## src/rtl/shifter_pkg.sv

```systemverilog
// Shared types and effective-count helper for the sequential shifter.
// Used by seq_shifter and shift_step.
package shifter_pkg;

  typedef enum logic [2:0] {
    SHR  = 3'd0,
    SHRA = 3'd1,
    SHL  = 3'd2,
    ROR  = 3'd3,
    ROL  = 3'd4
  } shift_op_t;

  typedef enum logic [1:0] {
    IDLE  = 2'd0,
    SHIFT = 2'd1,
    DONE  = 2'd2
  } seq_state_t;

  // Logical/arithmetic shifts saturate at width; rotates wrap modulo width.
  function automatic logic [31:0] eff_count(
    input shift_op_t   op,
    input logic [63:0] amt,
    input int unsigned width
  );
    logic [63:0] w;
    logic [31:0] n;
    w = 64'(width);
    n = '0;
    case (op)
      SHR, SHRA, SHL: n = (amt >= w) ? width[31:0] : amt[31:0];
      ROR, ROL:       n = 32'(amt & (w - 64'd1));
      default:        n = '0;
    endcase
    return n;
  endfunction

endpackage

```

## src/rtl/shift_step.sv

```systemverilog
// Combinational shift/rotate of a word by k bits, 0 <= k <= STEP.
// One log stage per bit of k; SHR and SHL always fill with zero.
module shift_step
  import shifter_pkg::*;
#(
  parameter int WIDTH = 32,
  parameter int STEP  = 1,
  localparam int KW   = $clog2(STEP) + 1
) (
  input  logic [WIDTH-1:0] value,
  input  logic [KW-1:0]    k,
  input  shift_op_t        op,
  input  logic             fill,
  output logic [WIDTH-1:0] shifted
);

  function automatic logic [WIDTH-1:0] stage(
    input logic [WIDTH-1:0] v,
    input int               s,
    input shift_op_t        o,
    input logic             f
  );
    logic [WIDTH-1:0] r;
    r = v;
    case (o)
      SHR:     r = v >> s;
      SHRA:    r = f ? ~(~v >> s) : (v >> s);
      SHL:     r = v << s;
      ROR:     r = (v >> s) | (v << (WIDTH - s));
      ROL:     r = (v << s) | (v >> (WIDTH - s));
      default: r = v;
    endcase
    return r;
  endfunction

  always_comb begin
    shifted = value;
    for (int i = 0; i < KW; i++) begin
      if (k[i]) shifted = stage(shifted, 1 << i, op, fill);
    end
  end

endmodule

```

## src/rtl/seq_shifter.sv

```systemverilog
// Multi-cycle shift/rotate unit with start/busy/done handshake.
// SEQ_SHIFTER_BARREL_EN: finish any shift in a single SHIFT cycle.
module seq_shifter
  import shifter_pkg::*;
#(
  parameter int WIDTH = 32,
  parameter int STEP  = 1,
  parameter int CNT_W = $clog2(WIDTH) + 1
) (
  input  logic             clock,
  input  logic             clear_n,
  input  logic             start,
  input  logic [2:0]       op,
  input  logic [WIDTH-1:0] a,
  input  logic [WIDTH-1:0] amt,
  output logic             busy,
  output logic             done,
  output logic [WIDTH-1:0] result
);

`ifdef SEQ_SHIFTER_BARREL_EN
  localparam int SW = WIDTH;
`else
  localparam int SW = STEP;
`endif
  localparam int KW = $clog2(SW) + 1;

  seq_state_t       state_q, state_d;
  logic [WIDTH-1:0] res_d;
  logic [CNT_W-1:0] rem_q, rem_d;
  logic [CNT_W-1:0] rem_dec;
  logic [CNT_W-1:0] n;
  shift_op_t        op_q, op_d;
  logic             fill_q, fill_d;
  logic [KW-1:0]    k;
  logic [WIDTH-1:0] shifted;
  logic             accept;

  assign n = CNT_W'(eff_count(shift_op_t'(op), 64'(amt), WIDTH));

  always_comb begin
    if (rem_q >= CNT_W'(SW)) k = KW'(SW);
    else                     k = rem_q[KW-1:0];
  end

  assign rem_dec = rem_q - CNT_W'(k);

  shift_step #(
    .WIDTH (WIDTH),
    .STEP  (SW)
  ) u_step (
    .value   (result),
    .k       (k),
    .op      (op_q),
    .fill    (fill_q),
    .shifted (shifted)
  );

  assign accept = start && (state_q != SHIFT);

  always_comb begin
    state_d = state_q;
    res_d   = result;
    rem_d   = rem_q;
    op_d    = op_q;
    fill_d  = fill_q;
    unique case (1'b1)
      accept: begin
        res_d   = a;
        rem_d   = n;
        op_d    = shift_op_t'(op);
        fill_d  = a[WIDTH-1];
        state_d = (n != '0) ? SHIFT : DONE;
      end
      (state_q == SHIFT): begin
        res_d   = shifted;
        rem_d   = rem_dec;
        state_d = (rem_dec == '0) ? DONE : SHIFT;
      end
      (state_q == DONE && !start): begin
        state_d = IDLE;
      end
      default: ;
    endcase
  end

  always_ff @(posedge clock) begin
    if (!clear_n) begin
      state_q <= IDLE;
      result  <= '0;
      rem_q   <= '0;
      op_q    <= SHR;
      fill_q  <= 1'b0;
    end else begin
      state_q <= state_d;
      result  <= res_d;
      rem_q   <= rem_d;
      op_q    <= op_d;
      fill_q  <= fill_d;
    end
  end

  assign busy = (state_q == SHIFT);
  assign done = (state_q == DONE);

endmodule

```

## config.mk

```make
export PLATFORM = sky130hd
export DESIGN_NAME = seq_shifter
export DESIGN_NICKNAME = d
export VERILOG_FILES = /design/src/rtl/shifter_pkg.sv /design/src/rtl/shift_step.sv /design/src/rtl/seq_shifter.sv
export SDC_FILE = /design/constraint.sdc
export NUM_CORES = 1
export LEC_CHECK = 0
export CORE_UTILIZATION = 25
export CTS_CLUSTER_DIAMETER = 30
export CTS_CLUSTER_SIZE = 10
export DETAILED_ROUTE_END_ITERATION = 8
export SLEW_MARGIN = 40
export SYNTH_ARGS = -nofsm -noshare
export SYNTH_HDL_FRONTEND = slang
export SYNTH_HIERARCHICAL = 1
export SYNTH_SLANG_ARGS = --single-unit
```

## constraint.sdc

```tcl
create_clock -name clock -period 2.78 [get_ports clock]
set_input_delay 0.278 -clock clock [delete_from_list [all_inputs] [get_ports clock]]
set_output_delay 0.278 -clock clock [all_outputs]
set_load 0.05 [all_outputs]
```

==> summary.txt <==
Status - finished, final reports clean
Vias in the first global route - 3289
Clock share of power - 8.8%
Pint - 3.25 mW
Fmax - 425 MHz
Hpwl dp - 7250 um
Clk_skew - 0.00583 ns
Number of post-CTS setup repair buffers - 0
Post-CTS sizing - 0
Yosys warns - 6
Num CTS Buffers - 5
Net switching power - 3.55 mW
Sequential share of power - 18.8%
Capturing point of the worst reg2reg path - state_q[0]
Power per cell area - 1370 nW/um2
CP peak stage delay - 0.59 ns
Largest net degree at the start of global routing - 42
Hold slack - 0.467 ns
Leakage - 1.60 nW
Max clock buf depth - 2
Final net count - 548
Share of post-route cells with drive strength above 1 - 13.4%
Root buf cell - clkbuf_16
EDFF count, synth - 0
Crit-path cells - or4_4, nor3_2, nor2_1, ha_1, xnor2_1, and4b_1, o22ai_2, o31a_1
Core area - 14500 um2
Switching share of power - 52.2%
Filler instances - 1553
Async set-reset flop share out of synthesis - 0%
R2r startpoint - rem_q[0]
MaxCap Viol Count - 0
Initial Utilization - 25.6%
Post-Layout Cell Count - 662
Post-synthesis sequential area ratio - 23.7%
Drt wl/cell - 15.3 um
Commonest non-fill, non-tap cell in the layout - clkdlybuf4s50_1
Multiplexer share of the synthesized area - 9.41%
Power Total - 6.80 mW
CP arrival - 2.53 ns
Reg2reg path depth - 8
Min Tclk post-route - 2.35 ns
Iter 0 DRT Violations - 159
Total grt overflow - 0
Area share of and/or/nand/nor cells after synthesis - 23.9%
Most used DFF post-synth - dfxtp_1
Synthesis-to-finish area growth - 33.7%
RePlAce Congestion - 0.793
# DRC - 0
Combinational share of power - 72.4%
Max FO, Critical Path - 5
Compound-gate portion of the synthesized area - 34.3%
Cell count along the critical path - 8
Diode count - 0
Hold path startpoint - fill_q
Post-layout util - 34.2%
Syn_area_per_cell - 9.35 um2
Initial antenna violation count - 1
First drt pass iteration count - 5
R2R setup slack - 0.43 ns
Max VDD drop - 0.807 mV
Cell Rows - 44
Critical Path RT - 2.96 ns
WP buf/inv - 0
# IOs - 104
Unrepaired setup endpoints after global routing - no
Tcrit/Tclk final - 84.6%
Post-DRT Antenna Nets - 0
Die area - 15400 um2
Hold_buf cts - 0
Endpoints failing setup - 0
Placed insts - 653
GRT Overall Usage - 13.2%
Xor-xnor portion of the synthesized cell area - 0.908%
Yosys cell types - 55
Die Wd - 124 um
Total wire length - 10100 um
Worst Setup EP - state_q[0]
Nature of the critical path startpoint - register
DIE HEIGHT - 124 um
Clk_lat worst skew - 0.29 ns
Final Hold Fails - 0
Sink Count - 44
Post-Syn Area - 3720 um2
Port Buffers - 103
Setup TNS - 0 ns
Most frequent cells in the layout - clkdlybuf4s50_1 (101), nand3b_1 (61), dfxtp_1 (44), a21oi_1 (40)
Hold Crit Class - reg2reg
CTS tree - yes
CP top delay family - simple AND/OR/NAND/NOR gates
Yosys reg bits - 44
Worst-path clk slew - 0.07 ns
Worst Tran Pin Value - 0.742 ns
Setup CP Type - reg2reg
Syn_nets - 469
First-pass GRT wire length - 16300 um
CP max-delay cell - or4_4
Routed via count - 3367
Max Slew Vio Count - 0
Drt via density - 5.09
H-tree level count - 2
Syn Inst Count - 398
Critical path origin - rem_q[0]
Worst Setup End Kind - register
Relative max-transition margin - 50.5%
Synth Area in Adders - 0.336%
Largest family of logic cells by synthesized area - compound AO/OA/AOI/OAI gates
==> registers in the layout, summed over array words and instances (netlist names) <==
register and flops:
fill_q 1, op_q 3, rem_q 6, result 32, state_q 2
==> worst min-delay path: cells and delay by family (launching register included) <==
family | cells | cell delay, ns
AND/OR/NAND/NOR | 1 | 0.05
flip-flops | 1 | 0.32
AO/OA/AOI/OAI | 1 | 0.05
==> through the flow <==
step,worst slack [ns],cell area (um2)
final,0.427,4980
after global routing,0.340,4980
after CTS,0.461,4960
after detailed placement,0.486,4810
after global placement,0.573,4810
after floorplan,0.651,3720
==> per-layer routing <==
metal / vias up / share of wire (%) / global-route usage (%)
met2: 109 / 47 / 22.0
met1: 1578 / 45 / 17.0
li1: 1671 / - / -
met5: - / 0 / 0
met4: 0 / 0.76 / 3.05
met3: 9 / 6.7 / 3.53
==> kinds of logic after synthesis <==
group,after synthesis
AOI/OAI and AO/OA,128
xor gates and xnor gates,3
DFF,44
buffers and inverters,45
and+or+nand+nor,142
muxes,35
adders and majority gates,1
==> layout make-up <==
| cell class | instances | area (um2) | share of cell area, % |
|---|---|---|---|
| Sequential cell | 44 | 881 | 17.7 |
| Tap cell | 184 | 230 | 4.63 |
| Multi-Input combinational cell | 309 | 2560 | 51.5 |
| Clock inverter | 3 | 23.8 | 0.478 |
| Clock buffer | 5 | 125 | 2.51 |
| Timing Repair Buffer | 113 | 1140 | 22.8 |
| Inverter | 4 | 17.5 | 0.352 |
==> power groups by stage <==
stage / Clock [mW] / Sequential, mW / Combinational [mW]
after CTS: 0.625 / 1.29 / 4.87
after detailed placement: 0 / 1.30 / 4.85
after global routing: 0.652 / 1.34 / 5.28
after floorplan: 0 / 1.88 / 3.48
after global placement: 0 / 1.29 / 4.78
final: 0.599 / 1.28 / 4.92
==> cells in the mapped netlist, types with 2 or more instances <==
cell type | count | share of area [%]
a211oi_1 | 33 | 6.7
a21oi_1 | 40 | 5.4
a22oi_1 | 2 | 0.40
a31oi_4 | 30 | 17
buf_12 | 3 | 1.6
buf_2 | 16 | 2.2
buf_4 | 3 | 0.60
buf_6 | 2 | 0.60
clkbuf_1 | 16 | 1.6
dfxtp_1 | 44 | 24
inv_1 | 3 | 0.30
mux2i_1 | 35 | 9.4
nand2_1 | 8 | 0.81
nand2b_2 | 2 | 0.47
nand3_1 | 9 | 1.2
nand3b_1 | 61 | 12
nor2_1 | 35 | 3.5
nor2b_1 | 2 | 0.34
nor3_1 | 3 | 0.40
nor3b_1 | 2 | 0.40
nor4_1 | 6 | 1.0
o21ai_1 | 7 | 0.94
o22ai_1 | 3 | 0.50
or4_1 | 2 | 0.40
==> worst min-delay path by stage <==
stage / slack [ns] / to / cells after the start
after floorplan: 0.39 / rem_q[0] / 1
after global placement: 0.45 / fill_q / 2
after detailed placement: 0.46 / fill_q / 2
after CTS: 0.47 / fill_q / 2
after global routing: 0.50 / fill_q / 2
final: 0.47 / fill_q / 2
Note: power is estimated with default switching activity, not from simulation.
